### src/rtl/demux_rr_dispatch_if.sv
// Handshake and status bundle between an upstream producer, the dispatcher and
// eight downstream channels sharing one data bus.
interface demux_rr_dispatch_if #(
  parameter int unsigned DATA_W = 8,
  parameter int unsigned CNT_W  = 16
);
  logic              mode;
  logic [7:0]        en_mask;
  logic [2:0]        fix_sel;
  logic              in_valid;
  logic              in_ready;
  logic [DATA_W-1:0] in_data;
  logic [7:0]        out_valid;
  logic [7:0]        out_ready;
  logic [DATA_W-1:0] out_data;
  logic [2:0]        sel;
  logic              busy;
  logic [CNT_W-1:0]  sent_cnt;

  modport master (
    output mode, en_mask, fix_sel, in_valid, in_data, out_ready,
    input  in_ready, out_valid, out_data, sel, busy, sent_cnt
  );

  modport slave (
    input  mode, en_mask, fix_sel, in_valid, in_data, out_ready,
    output in_ready, out_valid, out_data, sel, busy, sent_cnt
  );
endinterface

### src/rtl/demux_rr_dispatch.sv
// One-deep dispatcher feeding a 1-to-8 demux: holds a word, picks its channel
// round-robin over an enable mask or from a fixed select, and counts deliveries.
module demux_rr_dispatch #(
  parameter int unsigned DATA_W = 8,
  parameter int unsigned CNT_W  = 16
) (
  input logic               clk,
  input logic               rst_n,
  demux_rr_dispatch_if.slave bus
);

  localparam int unsigned N_CH  = 8;
  localparam int unsigned SEL_W = 3;

  localparam logic [0:0] ST_EMPTY = 1'b0;
  localparam logic [0:0] ST_FULL  = 1'b1;

  logic [0:0]        state_q, state_d;
  logic [SEL_W-1:0]  sel_q, sel_d;
  logic [SEL_W-1:0]  ptr_q, ptr_d;
  logic [N_CH-1:0]   valid_q, valid_d;
  logic [DATA_W-1:0] data_q, data_d;
  logic [CNT_W-1:0]  cnt_q, cnt_d;

  logic              tgt_ok;
  logic              pop;
  logic              push;
  logic              in_ready_c;
  logic [SEL_W-1:0]  search_base;
  logic [SEL_W-1:0]  rr_sel;
  logic              rr_found;
  logic [SEL_W-1:0]  target;

  // Handshake qualifiers; a pop frees the slot in the same cycle for back-to-back flow
  always_comb begin
    tgt_ok     = bus.mode | (|bus.en_mask);
    pop        = (state_q == ST_FULL) & bus.out_ready[sel_q];
    in_ready_c = rst_n & tgt_ok & ((state_q == ST_EMPTY) | bus.out_ready[sel_q]);
    push       = bus.in_valid & in_ready_c;
  end

  // Round-robin search starts after the last-served channel; a concurrent pop counts as served
  always_comb begin
    rr_sel      = '0;
    rr_found    = 1'b0;
    search_base = pop ? sel_q : ptr_q;
    for (int unsigned i = 1; i <= N_CH; i++) begin
      if (!rr_found && bus.en_mask[SEL_W'(search_base + SEL_W'(i))]) begin
        rr_found = 1'b1;
        rr_sel   = SEL_W'(search_base + SEL_W'(i));
      end
    end
    target = bus.mode ? bus.fix_sel : rr_sel;
  end

  // Next-state and held-word update
  always_comb begin
    state_d = state_q;
    sel_d   = sel_q;
    ptr_d   = ptr_q;
    valid_d = valid_q;
    data_d  = data_q;
    cnt_d   = cnt_q;

    if (pop) begin
      ptr_d = sel_q;
      cnt_d = cnt_q + CNT_W'(1);
    end

    case (state_q)
      ST_EMPTY: if (push) state_d = ST_FULL;
      ST_FULL:  if (pop && !push) state_d = ST_EMPTY;
      default:  state_d = ST_EMPTY;
    endcase

    if (push) begin
      sel_d   = target;
      data_d  = bus.in_data;
      valid_d = N_CH'(1) << target;
    end else if (pop) begin
      valid_d = '0;
    end
  end

  always_ff @(posedge clk or negedge rst_n) begin
    if (!rst_n) begin
      state_q <= ST_EMPTY;
      sel_q   <= '0;
      ptr_q   <= '1;
      valid_q <= '0;
      data_q  <= '0;
      cnt_q   <= '0;
    end else begin
      state_q <= state_d;
      sel_q   <= sel_d;
      ptr_q   <= ptr_d;
      valid_q <= valid_d;
      data_q  <= data_d;
      cnt_q   <= cnt_d;
    end
  end

  assign bus.in_ready  = in_ready_c;
  assign bus.out_valid = valid_q;
  assign bus.out_data  = data_q;
  assign bus.sel       = sel_q;
  assign bus.busy      = (state_q == ST_FULL);
  assign bus.sent_cnt  = cnt_q;

endmodule

### src/flat_wrapper.sv
// flat-port wrapper written by rule: the top's interface ports become plain ports
module demux_rr_dispatch_flat 
#(
  parameter int unsigned DATA_W = 8,
  parameter int unsigned CNT_W  = 16
)
  (clk, rst_n, bus_mode, bus_en_mask, bus_fix_sel, bus_in_valid, bus_in_data, bus_out_ready, bus_in_ready, bus_out_valid, bus_out_data, bus_sel, bus_busy, bus_sent_cnt);
  demux_rr_dispatch_if #(.DATA_W(DATA_W), .CNT_W(CNT_W)) bus_i ();
  input logic clk;
  input logic rst_n;
  input wire logic [$bits(bus_i.mode)-1:0] bus_mode;
  input wire logic [$bits(bus_i.en_mask)-1:0] bus_en_mask;
  input wire logic [$bits(bus_i.fix_sel)-1:0] bus_fix_sel;
  input wire logic [$bits(bus_i.in_valid)-1:0] bus_in_valid;
  input wire logic [$bits(bus_i.in_data)-1:0] bus_in_data;
  input wire logic [$bits(bus_i.out_ready)-1:0] bus_out_ready;
  output wire logic [$bits(bus_i.in_ready)-1:0] bus_in_ready;
  output wire logic [$bits(bus_i.out_valid)-1:0] bus_out_valid;
  output wire logic [$bits(bus_i.out_data)-1:0] bus_out_data;
  output wire logic [$bits(bus_i.sel)-1:0] bus_sel;
  output wire logic [$bits(bus_i.busy)-1:0] bus_busy;
  output wire logic [$bits(bus_i.sent_cnt)-1:0] bus_sent_cnt;
  assign bus_i.mode = bus_mode;
  assign bus_i.en_mask = bus_en_mask;
  assign bus_i.fix_sel = bus_fix_sel;
  assign bus_i.in_valid = bus_in_valid;
  assign bus_i.in_data = bus_in_data;
  assign bus_i.out_ready = bus_out_ready;
  assign bus_in_ready = bus_i.in_ready;
  assign bus_out_valid = bus_i.out_valid;
  assign bus_out_data = bus_i.out_data;
  assign bus_sel = bus_i.sel;
  assign bus_busy = bus_i.busy;
  assign bus_sent_cnt = bus_i.sent_cnt;
  demux_rr_dispatch #(.DATA_W(DATA_W), .CNT_W(CNT_W)) u_core (.clk(clk), .rst_n(rst_n), .bus(bus_i));
endmodule
### config.mk
export PLATFORM = sky130hd
export DESIGN_NAME = demux_rr_dispatch_flat
export DESIGN_NICKNAME = d
export VERILOG_FILES = /design/src/rtl/demux_rr_dispatch_if.sv /design/src/rtl/demux_rr_dispatch.sv /design/src/flat_wrapper.sv
export SDC_FILE = /design/constraint.sdc
export NUM_CORES = 1
export LEC_CHECK = 0
export BUFFER_PORTS_ARGS = -buffer_cell sky130_fd_sc_hd__buf_2
export CAP_MARGIN = 30
export CELL_PAD_IN_SITES_DETAIL_PLACEMENT = 0
export CELL_PAD_IN_SITES_GLOBAL_PLACEMENT = 1
export CORE_ASPECT_RATIO = 0.7
export CORE_MARGIN = 5
export CORE_UTILIZATION = 45
export CTS_CLUSTER_SIZE = 25
export DETAILED_ROUTE_END_ITERATION = 10
export PLACE_DENSITY_LB_ADDON = 0.08
export SLEW_MARGIN = 10
export SYNTH_ARGS = -nofsm -noshare
export SYNTH_HDL_FRONTEND = slang
export SYNTH_SLANG_ARGS = --single-unit
### constraint.sdc
create_clock -name clk -period 11.1 [get_ports clk]
set_input_delay 3.33 -clock clk [delete_from_list [all_inputs] [get_ports clk]]
set_output_delay 3.33 -clock clk [all_outputs]
set_load 0.02 [all_outputs]
# Word level (Yosys, flattened, before mapping)
# Index checks and enable logic that the tools add are counted.
# totals
ff_bits	39
in_bits	31
output_inout_bits	37
elab_cells	89
# classes
addsub	8
n_lt_le_gt_ge	9
shifts	1
mux	40
n_bitwise	7
reduce_logical	18
# ops
operator	count
$lt 3x4->1 const B	9
$mux 3	10
$bmux 1 s3	9
$mux 1	18
$add 16x1->16 const B	1
$mux 8	2
$add 3x3->3 const B	4
$logic_and 1x1->1	8
$logic_not 1->1	8
$reduce_or 8->1	1
$shl 1x3->8 const A	1
$add 3x2->3 const B	2
$and 1x1->1	4
$add 3x1->3 const B	1
$or 1x1->1	2
$pmux 1 s2	1
$reduce_bool 2->1	1
$not 1->1	1

# Logic depth before layout (Yosys ltp)
# logic_depth
depth_word	32
ltp_mapped	20
mapped_depth_nobuf	17

# Worst setup path before layout
# No wires, ideal clock.
# synth_timing
path_kind	input -> output
start	input port bus_out_ready[3]
end	output port bus_in_ready
arrival_time_ps	4513
required_time_ps	7770
setup_slack_ps	3257
cell_stages	5
cell_sequence	mux4_2 > nor2_4 > o21ai_0 > and3_1 > clkbuf_1
# synth_via
elab_chain_len	4
# synth_rtl
item	line_no	source
start: declaration	flat_wrapper.sv:16	input wire logic [$bits(bus_i.out_ready)-1:0] bus_out_ready;
$bmux 1 s3	demux_rr_dispatch.sv:38	in_ready_c = rst_n & tgt_ok & ((state_q == ST_EMPTY) | bus.out_ready[sel_q]);
$mux 1 (not written as such)	demux_rr_dispatch.sv:38	
$or 1x1->1	demux_rr_dispatch.sv:38	
$and 1x1->1	demux_rr_dispatch.sv:38	
end: declaration	flat_wrapper.sv:17	output wire logic [$bits(bus_i.in_ready)-1:0] bus_in_ready;
# No other way between the ends. The select of a mux whose other input is x is not followed.

# Final worst setup path
# Same ends and word-level chain as after synthesis.

==> run metrics <==
CP peak stage delay=0.53 ns; # rows=24; Pint=634 uW; IO Port Bufs=between 60 and 70; final hold slack=approximately 0.47 ns; Post-CTS Hold Buffers=0; Mapped Cells=316; starting density of the core=47.2%; Post-CTS Setup Inserts=0; Die X=approximately 110 um; largest cells by area after synthesis=dfrtp_1, mux2_2, mux2i_1; Ports=68; maximum vdd drop=0.215 mV; skew final=0.00885 ns; Synth Flop Type=dfrtp_1; maximum fanout along the worst path=8; EDFF count, synth=0; Iteration-0 DRC Markers=165; Vias=2668; Sw Pwr=669 uW; core area=6370 sq um; combinational share of power=71.6%; Synth top area share=a little under a third; # resized after CTS=0; Slew headroom=53.4%; count leader, synth=nand2_1; clock sinks=39; CP most frequent cell=buf_2; setup tns final=0 ns; H-tree depth=2; yosys warns=0; Final WS setup=2.95 ns; root buf cell=clkbuf_8; clock latency on the worst-skew pair=slightly below 0.3 ns; Routed Antenna Nets=0; met2 Use GR=25.1%; met1 global-route usage=31.3%; Inserted Clock Buffers=5; Clk pwr share=a little under a tenth; Top Usage Layer GRT=met1; final global-route overflow total=0; FFs w/ async S/R, synth=100%; DRC Markers=0; # setup viols final=0; Final Hold Fails=0; Reg clk slew, reported paths=0.08 ns; area leader, netlist=dfrtp_1; layout cell share with drive strength beyond 1=between 30% and 40%; number of global-route vias before repair=2396; DP HPWL=6080 um; initial antenna violation count=0; Syn Nets=349; pre-CTS setup slack=approximately 2.5 ns; type of the worst min-delay path=reg2reg; drt first pass iters=4; Antenna diodes=0; Mapped Area=between 3000 and 4000 sq um; Max Slew Vio Count=0; Least-Margin Pin Slew=0.700 ns; CP Class=in2out; Layout area overhead=17.0%; Synth Register Bits=39; crit path time final=around 8.1 ns; Die Height=78.3 um; sequential power share=a little under a fifth; power density cells=approximately 370 nW/um^2; worst-path cell chain=buf_2 -> mux4_2 -> nor2_4 -> o21ai_0 -> and3_1 -> buf_2; nets=about 400; global-route track usage on met3=4.10%; Tcrit/Tclk final=73.4%; Unique masters post-synth=~70; Synth top cells by count=nand2_1, dfrtp_1, mux2_2; Critical Path Sink Type=primary output; clock buffer depth=2; GRT Overall Usage=19.0%; pin count of the biggest net entering global routing=41; WP data arrival=4.82 ns; CTS tree=built; sequential fraction of the synthesis area=between 30 and 40%; crit path launch type=input pin; finished layout cell area=3510 sq um; Wirelength per Cell=16.6 um; GPL Wtd Cong=around 0.90; unrepaired setup endpoints after global routing=no; first-pass GRT wire length=around 13000 um; WL final=around 7800 um; die area=between 8000 and 9000 sq um; Req. time, crit path=around 7.8 ns; syn_area_per_cell=9.50 sq um; Vias/cell=5.70; upper clock frequency limit=123 MHz; run status=finished clean; Max Cap Viol=0; Sw Share=51.4%; Cell Area, Placed=3370 sq um; Slowest cell on crit path=mux4_2; Lkg Pwr=0.00159 uW
-- logic make-up after synthesis --
family,count (synthesis),share of synthesized area (%)
adder cells (fa/ha/maj),2,0.833
AND/OR/NAND/NOR,116,20.8
XOR/XNOR,19,5.54
multiplexers,34,12.6
buffers and inverters,28,4.33
AO/OA/AOI/OAI,78,23.3
flip-flops,39,32.6
-- cells in the final DEF, fill, tap and decap left out, types with 6 or more instances in the layout --
master and n:
buf_2 67, nand2_1 37, dfrtp_1 36, mux2_2 18, nor2_1 17, nand2b_1 14
mux2i_1 14, xnor2_1 14, inv_1 11, nor3_1 9, a21oi_1 9, nand4_1 8
a22oi_1 7, o21ai_0 6, and3_1 6, clkbuf_8 6
-- worst paths after layout --
path,slack [ns],depth (start not counted),endpoint,from
max,2.95,6,bus_in_ready,bus_out_ready[3]
max in group asynchronous,7.80,2,u_core.ptr_q[2]$_DFF_PN1_,rst_n
min,0.47,1,u_core.bus.sent_cnt[15]$_DFFE_PN0P_,u_core.bus.sent_cnt[15]$_DFFE_PN0P_
min in group asynchronous,2.83,1,u_core.bus.sent_cnt[5]$_DFFE_PN0P_,rst_n
min reg2reg,0.47,1,u_core.bus.sent_cnt[15]$_DFFE_PN0P_,u_core.bus.sent_cnt[15]$_DFFE_PN0P_
max reg2reg,5.18,17,u_core.bus.out_valid[1]$_DFFE_PN0P_,u_core.bus.sel[0]$_DFFE_PN0P_
-- state kept, by name (all words and copies together) (netlist names) --
signal / count
u_core.bus.busy: 1
u_core.bus.out_data: 8
u_core.bus.out_valid: 8
u_core.bus.sel: 3
u_core.bus.sent_cnt: 16
u_core.ptr_q: 3
-- metal layers --
layer	up-vias	share of wire, %	wire length, um
met2	87	39	3060
met5	-	0	0
li1	1298	-	-
met4	0	0.53	41
met3	6	7.4	574
met1	1277	53	4100
-- power groups by stage --
stage	combinational (uW)	clock, uW	sequential, uW
after floorplan	707	0	264
after global routing	1030	132	258
after detailed placement	919	0	250
after global placement	918	0	250
after CTS	922	125	248
final	933	122	248
-- worst max-delay path: cells and delay by family --
kind                   cells  cell delay, ns
AND/OR/NAND/NOR            2            0.50
multiplexers               1            0.53
buffers and inverters      2            0.27
AO/OA/AOI/OAI              1            0.17
-- cell type report --
type,instances,area (sq um)
fillers,637,2850
multi-input cells,249,1890
flip-flops and latches,39,980
repair buffers,69,363
well taps,91,114
clock buffers,6,82.6
inverters,12,45.0
clock inverters,2,35.0
-- through the flow --
step           instances  util [%]  power (uW)
2_1_floorplan        316         -         971
3_3_place_gp         458      52.9        1170
3_5_place_dp         458      52.9        1170
4_1_cts              466      54.7        1300
5_1_grt              468      55.2        1420
6_report             468      55.2        1300
(Power assumes the default switching activity.)
